`src/rtl/systolic_sequencer_2x2.sv`:
```
// Sequencer for a 2x2 output-stationary systolic array: latches an operand pair,
// clears the array, feeds skewed row/column streams, drains, and holds C = A*B.
module systolic_sequencer_2x2 #(
  parameter int WIDTH        = 8,
  parameter int DRAIN_CYCLES = 2
) (
  input  logic                 clk,
  input  logic                 rst,
  input  logic                 in_valid,
  output logic                 in_ready,
  input  logic [4*WIDTH-1:0]   a_mat,
  input  logic [4*WIDTH-1:0]   b_mat,
  output logic                 arr_clear,
  output logic [WIDTH-1:0]     arr_a0,
  output logic [WIDTH-1:0]     arr_a1,
  output logic [WIDTH-1:0]     arr_b0,
  output logic [WIDTH-1:0]     arr_b1,
  input  logic [2*WIDTH-1:0]   arr_c00,
  input  logic [2*WIDTH-1:0]   arr_c01,
  input  logic [2*WIDTH-1:0]   arr_c10,
  input  logic [2*WIDTH-1:0]   arr_c11,
  output logic                 out_valid,
  input  logic                 out_ready,
  output logic [8*WIDTH-1:0]   result,
  output logic                 busy
);

  // Handshakes: a transfer happens on a rising edge where valid && ready are both
  // high; the producer holds its data until then, and ready never depends on valid.

  typedef enum logic [2:0] {
    S_IDLE,
    S_CLEAR,
    S_FEED,
    S_DRAIN,
    S_DONE
  } state_t;

  localparam int CW = $clog2(DRAIN_CYCLES + 3);

  state_t            state, state_nxt;
  logic [CW-1:0]     cnt, cnt_nxt;
  logic              capture;
  logic [4*WIDTH-1:0] a_q, b_q;
  logic [WIDTH-1:0]  a0_nxt, a1_nxt, b0_nxt, b1_nxt;

  always_ff @(posedge clk or posedge rst) begin
    if (rst) begin
      state <= S_IDLE;
      cnt   <= '0;
    end else begin
      state <= state_nxt;
      cnt   <= cnt_nxt;
    end
  end

  // cnt counts FEED steps (0..2) and then DRAIN cycles (0..DRAIN_CYCLES-1).
  always_comb begin
    state_nxt = state;
    cnt_nxt   = cnt;
    capture   = 1'b0;
    case (state)
      S_IDLE: begin
        if (in_valid) state_nxt = S_CLEAR;
      end
      S_CLEAR: begin
        state_nxt = S_FEED;
        cnt_nxt   = '0;
      end
      S_FEED: begin
        if (cnt == CW'(2)) begin
          state_nxt = S_DRAIN;
          cnt_nxt   = '0;
        end else begin
          cnt_nxt = cnt + 1'b1;
        end
      end
      S_DRAIN: begin
        if (cnt == CW'(DRAIN_CYCLES - 1)) begin
          state_nxt = S_DONE;
          cnt_nxt   = '0;
          capture   = 1'b1;
        end else begin
          cnt_nxt = cnt + 1'b1;
        end
      end
      S_DONE: begin
        if (out_ready) state_nxt = S_IDLE;
      end
      default: state_nxt = S_IDLE;
    endcase
  end

  // Lane values are chosen from the upcoming state/step so the flops present them
  // during exactly that cycle.
  always_comb begin
    a0_nxt = '0;
    a1_nxt = '0;
    b0_nxt = '0;
    b1_nxt = '0;
    if (state_nxt == S_FEED) begin
      if (cnt_nxt == CW'(0)) begin
        a0_nxt = a_q[0*WIDTH +: WIDTH];
        b0_nxt = b_q[0*WIDTH +: WIDTH];
      end else if (cnt_nxt == CW'(1)) begin
        a0_nxt = a_q[1*WIDTH +: WIDTH];
        a1_nxt = a_q[2*WIDTH +: WIDTH];
        b0_nxt = b_q[2*WIDTH +: WIDTH];
        b1_nxt = b_q[1*WIDTH +: WIDTH];
      end else begin
        a1_nxt = a_q[3*WIDTH +: WIDTH];
        b1_nxt = b_q[3*WIDTH +: WIDTH];
      end
    end
  end

  always_ff @(posedge clk or posedge rst) begin
    if (rst) begin
      arr_a0 <= '0;
      arr_a1 <= '0;
      arr_b0 <= '0;
      arr_b1 <= '0;
    end else begin
      arr_a0 <= a0_nxt;
      arr_a1 <= a1_nxt;
      arr_b0 <= b0_nxt;
      arr_b1 <= b1_nxt;
    end
  end

  always_ff @(posedge clk or posedge rst) begin
    if (rst) begin
      a_q <= '0;
      b_q <= '0;
    end else if (state == S_IDLE && in_valid) begin
      a_q <= a_mat;
      b_q <= b_mat;
    end
  end

  always_ff @(posedge clk or posedge rst) begin
    if (rst) begin
      result <= '0;
    end else if (capture) begin
      result <= {arr_c11, arr_c10, arr_c01, arr_c00};
    end
  end

  assign in_ready  = (state == S_IDLE);
  assign busy      = (state != S_IDLE);
  assign out_valid = (state == S_DONE);
  assign arr_clear = (state == S_CLEAR);

endmodule
```
`config.mk`:
```
export PLATFORM = sky130hd
export DESIGN_NAME = systolic_sequencer_2x2
export DESIGN_NICKNAME = d
export VERILOG_FILES = /design/src/rtl/systolic_sequencer_2x2.sv
export SDC_FILE = /design/constraint.sdc
export NUM_CORES = 1
export LEC_CHECK = 0
export ABC_AREA = 1
export CAP_MARGIN = 20
export CORE_ASPECT_RATIO = 1.25
export CORE_UTILIZATION = 30
export DETAILED_ROUTE_END_ITERATION = 8
export HOLD_SLACK_MARGIN = 0.1
export PLACE_DENSITY = 0.54
export SETUP_SLACK_MARGIN = 0.02
export SLEW_MARGIN = 20
export SYNTH_ARGS = -nofsm -noshare
export SYNTH_HDL_FRONTEND = slang
export SYNTH_SLANG_ARGS = --single-unit
```
`constraint.sdc`:
```
create_clock -name clk -period 12.41 [get_ports clk]
set_input_delay 1.241 -clock clk [delete_from_list [all_inputs] [get_ports clk]]
set_output_delay 1.241 -clock clk [all_outputs]
set_load 0.005 [all_outputs]
```
==> metrics.txt <==
first-pass GRT wire length 25680 µm; cell chain of the critical path nor2_2 > inv_1 > nor2_2 > clkdlybuf4s50_1; Hold Crit Depth 1; port bufs 231; Setup TNS 0 ns; maximum VDD drop 0.1035 mV; antenna viol nets, final 0; Synth Register Bits 166; required time worst endpoint 11.17 ns; Critical Path Most Common Cell nor2_2; mapped cell area 6670 µm²; max_cap viols 0; GR peak layer met2; largest net degree at the start of global routing 110; top cell type's share of synthesized area 62.28%; worst r2r dst arr_a1[7]$_DFF_PP0_; largest stage delay on the critical path 0.55 ns; Initial Util 30.74%; syn nets 658; # rows 60; mean area per synthesized cell 12.68 µm²; DR vias/cell 4.557; flip-flop and latch area 4154 µm²; vias 4767; CTS tree done; most common cell in the netlist dfrtp_1; global-route met3 utilization 4.942%; asr flop ratio synth 100.0%; hold_sp result[31]$_DFFE_PP0P_; RSZ-0062 raised after global routing no; arrival time at the worst endpoint 1.88 ns; Overall Global Routing Usage 14.58%; Max-slew headroom 43.57%; WL/cell 15.69 µm; minimum clock period 3.124 ns; Reg2Reg Depth 9; startpoint types register; initial antenna violation count 0; crit end category primary output; Layout Skew 0.01168 ns; hold slack 0.5046 ns; Yosys top cell by area dfrtp_1; Max Freq 0.3201 GHz; io pins 232; final-report hold violation count 0; cells after synthesis 526; top post-synthesis cells by area dfrtp_1 (62%), mux2_2 (19%), nand3_1 (5.3%); Layout area overhead 47.21%; fin crit share 25.17%; DIE HEIGHT 168.7 µm; Reg-to-Reg Start state[2]$_DFF_PP0_; worst-path fanout max 6; Pleak 4.213 nW; Clock Latency Late Sink 0.43 ns; area of the core 21700 µm²; R2R Setup Slk 9.84 ns; vias in the first global route 4936; clock root cell clkbuf_16; final WL 16410 µm; Antenna Cells 0; Pre-antenna DRT Iters 4; post_cts resized 0; total power divided by cell area 256.5 nW/µm²; # H-tree levels 4; CP max-delay cell clkdlybuf4s50_1; Max Buffers Root-to-Sink 2; top_reg_cell synth dfrtp_1; multi-input logic area 2200 µm²; synth warn 0; register area share after synthesis 62.28%; Iter 0 DRT Violations 201; Util after Layout 45.26%; WHS Endpoint result[31]$_DFFE_PP0P_; Sink Count 166; met2 Use GR 24.12%; crit path kind reg -> out; Post-CTS Hold Fix Bufs 0; fin nets 886; TritonCTS Buffers 17; Die X 135.4 µm; post-DP HPWL 11230 µm; status completed; Slew Limit Fails 0; most frequent cells after synthesis dfrtp_1 (166), mux2_2 (112), nand3_1 (71); Setup-failing EPs final 0; Tightest Hold Check Type reg -> reg; number of remaining DRC errors 0; Worst Tran Pin Value 0.8464 ns; GR Util met1 17.91%; GPL Wtd Cong 0.7608; die area 22840 µm²; Post-synth EDFFs 0; CTS clk-pin slew, worst paths 0.07 ns; gr ovfl total 0; layout cells sized above 1 22.03%; Fillers 1982; Post-CTS Setup Bufs 0; Unique masters post-synth 21
==> report_power, final <==
| group | switching, W | total, W | internal [W] |
|---|---|---|---|
| Clock | 0.000246 | 0.000535 | 0.000290 |
| Sequential | 0.000115 | 0.000905 | 0.000790 |
| Combinational | 0.000507 | 0.00108 | 0.000572 |
==> worst max-delay path, delay by kind of cell, from the launching register on <==
kind | cells | cell delay [ns]
DFF | 1 | 0.44
and+or+nand+nor | 2 | 0.39
buffers and inverters | 2 | 0.64
==> state kept, by name, summed over array words and instances (netlist names) <==
register  flops
state         3
arr_a0        8
cnt           3
arr_a1        8
arr_b1        8
b_q          32
arr_b0        8
a_q          32
result       64
==> stage by stage <==
step / total power, W / cells / cell area (µm²) / worst slack, ns
after floorplan: 0.001559 / 526 / 6670 / 6.679
after global placement: 0.001973 / 1012 / 9159 / 9.103
after detailed placement: 0.002012 / 1013 / 9186 / 9.049
after CTS: 0.002559 / 1045 / 9792 / 9.233
after global routing: 0.002707 / 1046 / 9819 / 9.172
final: 0.002519 / 1046 / 9819 / 9.286
==> how the worst max path moves through the flow <==
| stage | start | endpoint | slack [ns] | cells past startpoint |
|---|---|---|---|---|
| after global routing | state[0]$_DFF_PP0_ | in_ready | 9.17 | 4 |
| after global placement | rst | result[39]$_DFFE_PP0P_ | 9.10 | 3 |
| after floorplan | rst | a_q[0]$_DFFE_PP0P_ | 6.68 | 1 |
| final | state[0]$_DFF_PP0_ | in_ready | 9.29 | 4 |
| after CTS | state[0]$_DFF_PP0_ | in_ready | 9.23 | 4 |
| after detailed placement | rst | result[39]$_DFFE_PP0P_ | 9.05 | 3 |
==> placed cells by master (no fill, tap or decap), types with 2 or more instances in the layout <==
cell,Yosys,final
clkdlybuf4s50_1,0,231
dfrtp_1,166,166
mux2_2,112,112
nand3_1,71,71
nor2_1,55,55
a21oi_1,35,35
inv_1,25,24
clkbuf_16,0,17
nand2_1,13,13
inv_8,0,6
inv_2,4,4
nor2_2,4,4
buf_4,2,4
nor2_4,3,3
clkinv_4,0,3
nand2_4,2,2
nand3_2,2,2
o21ai_0,2,2
inv_6,0,2
clkinvlp_4,0,2
clkinv_8,0,2
buf_16,0,2
==> layer usage <==
metal  share of wire (%)  up-vias
met1                  43     2344
li1                    -     2230
met5                   0        -
met2                  49      180
met4                0.96        0
met3                 7.5       13
==> kinds of logic after synthesis <==
family / share of synthesized area [%]
DFF: 62.28
and+or+nand+nor: 11.11
muxes: 18.91
buffers and inverters: 4.746
AOI/OAI and AO/OA: 2.964
==> layout make-up <==
| class | instances | area share [%] |
|---|---|---|
| Multi-Input combinational cell | 303 | 22.40 |
| Inverter | 29 | 1.160 |
| Timing Repair Buffer | 237 | 24.41 |
| Tap cell | 279 | 3.555 |
| Clock buffer | 17 | 4.332 |
| Clock inverter | 15 | 1.835 |
| Sequential cell | 166 | 42.30 |
No activity file was read; power rests on OpenSTA's default activity.
==> RTL edit (same settings) <==
Change the parameter `WIDTH` from 8 to 6.
--- a/src/rtl/systolic_sequencer_2x2.sv
+++ b/src/rtl/systolic_sequencer_2x2.sv
@@ -1,7 +1,7 @@
 // Sequencer for a 2x2 output-stationary systolic array: latches an operand pair,
 // clears the array, feeds skewed row/column streams, drains, and holds C = A*B.
 module systolic_sequencer_2x2 #(
-  parameter int WIDTH        = 8,
+  parameter int WIDTH        = 6,
   parameter int DRAIN_CYCLES = 2
 ) (
   input  logic                 clk,
Interface: changed (11 resized); port bits go from 232 to 176. The function was not compared with the original's and may differ.
==> RTL edit against the original RTL <==
- sequential cell count down 40
- worst setup slack worse by 0.055 ns
- final area is 23% lower
- power is 20% lower
- clock power fell by 9.5%
- largest cell class unchanged
- routed wire length is 27% lower
- global-route usage decreased by 0.37 points
- fmax decreased by 1.7%
- highest routed layer unchanged
- area after synthesis shrank 24%
==> RTL edit: results (changes against the original RTL) <==
Hold WC Path Type - reg -> reg
Kind of cell adding the most delay to the critical path - buffers and inverters
Critical Path Max Stage Delay - 0.57 ns (+0.02 ns)
CP max-delay cell - clkdlybuf4s50_1
Port bufs - 175 (-24%)
Top area cells in the synthesized netlist - dfrtp_1 62%, mux2_2 19%, nand3_1 5.5%, nor2_1 3.3%, a21oi_1 2.4%
Crit path DAT - 1.94 ns (+0.06 ns)
Post-CTS Setup Bufs - 0 (unchanged)
Final worst path period share - 0.2561 (+0.004433)
Global-route usage over all layers - 0.1421 (-0.003684)
1st-pass router iterations - 6 (+2)
Layout cell share with drive strength beyond 1 - 0.2137 (-0.006650)
Syn Nets - 514 (-22%)
Post-DP HPWL - 8338 um (-26%)
Leakage - 3.282 nW (-22%)
Initial antenna violation count - 0 (unchanged)
Synth warn - 0 (unchanged)
Htree depth - 4 (unchanged)
Post-place setup slack - 8.797 ns (-0.2527 ns)
Worst hold margin - 0.5001 ns (-0.004488 ns)
Clock transition at path regs - 0.05 ns (-0.02 ns)
Max Root-Sink Buffers - 2 (unchanged)
Num CTS Buffers - 17 (unchanged)
Crit path launch - state[0]$_DFF_PP0_
RR Startpoint - state[1]$_DFF_PP0_
Flop-to-flop setup slack - 9.88 ns (+0.04 ns)
Biggest regs - result (48), a_q (24), b_q (24)
# hold bufs at CTS - 0 (unchanged)
Ys async rst share - 1.000 (unchanged)
Sequential share of the synthesized area - 0.6215 (-0.001317)
CTS root buf - clkbuf_16
Count of cell types in the netlist - 21 (unchanged)
Slew @ Worst Pin - 0.9673 ns (+0.1208 ns)
Via count - 3,630 (-24%)
Clock latency on the worst-skew pair - 0.41 ns (-0.02 ns)
DRT iter0 DRCs - 163 (-19%)
Antenna cells - 0 (unchanged)
Synth cell count leaders - 126 x dfrtp_1, 84 x mux2_2, 56 x nand3_1
WL per Instance - 14.71 um (-6.2%)
Peak VDD IR - 0.1035 mV (about the same)
First-pass GRT wire length - 18,980 um (-26%)
Critical-path maximum fanout - 5 (-1)
Final net count - 687 (-22%)
Routability cong. - 0.7563 (-0.59%)
Status - finished, final reports clean
Fillers - 1,548 (-22%)
Vias in the first global route - 3,756 (-24%)
Largest net degree at the start of global routing - 79 (-28%)
Post-cts sizing count - 0 (unchanged)
Dpl cell area - 6965 um^2 (-24%)
Hold Startpoint - result[26]$_DFFE_PP0P_
Top FF cell, synth - dfrtp_1
Max Clock Skew - 0.009120 ns (-0.002560 ns)
## RTL edit: metrics by stage
stage,util,cells
2_1_floorplan,-,414
3_3_place_gp,0.4245,784
3_5_place_dp,0.4248,784
4_1_cts,0.4605,815
5_1_grt,0.4605,815
6_report,0.4605,815
## RTL edit: layout make-up
type                            count  area, um^2  share of cell area
Clock buffer                       21       470.5             0.06231
Tap cell                          216       270.3             0.03580
Timing Repair Buffer              177        1767              0.2340
Sequential cell                   126        3153              0.4176
Clock inverter                     10       113.9             0.01508
Multi-Input combinational cell    239        1675              0.2219
Inverter                           26       100.1             0.01326
## RTL edit: kinds of logic (layout without fill, tap and decap cells)
family | after synthesis | count (layout) | synth area share
AO/OA/AOI/OAI | 25 | 25 | 0.02466
buffers and inverters | 49 | 234 | 0.04981
multiplexers | 84 | 84 | 0.1864
AND/OR/NAND/NOR | 130 | 130 | 0.1176
flip-flops | 126 | 126 | 0.6215
## RTL edit: path summary, 6_finish.rpt
path	endpoint	depth (start not counted)
max in group asynchronous	a_q[2]$_DFFE_PP0P_	3
min in group asynchronous	result[13]$_DFFE_PP0P_	2
worst max register to register	arr_a0[2]$_DFF_PP0_	8
worst max-delay path	in_ready	4
worst min register to register	result[26]$_DFFE_PP0P_	1
worst min-delay path	result[26]$_DFFE_PP0P_	1
## RTL edit: layer usage
layer	share of wire	track usage	wire length, um
met2	0.53	0.2579	6408
met3	0.056	0.04244	675
met1	0.40	0.1543	4782
met5	0	0	0
met4	0.010	0.05577	122
## RTL edit: report_power, final
part           internal [mW]  switching (mW)  leakage, nW  total (mW)
logic                  0.437           0.389         1.50       0.826
clock network          0.309           0.175        0.277       0.484
registers              0.608          0.0948         1.51       0.703
total                   1.35           0.659         3.28        2.01
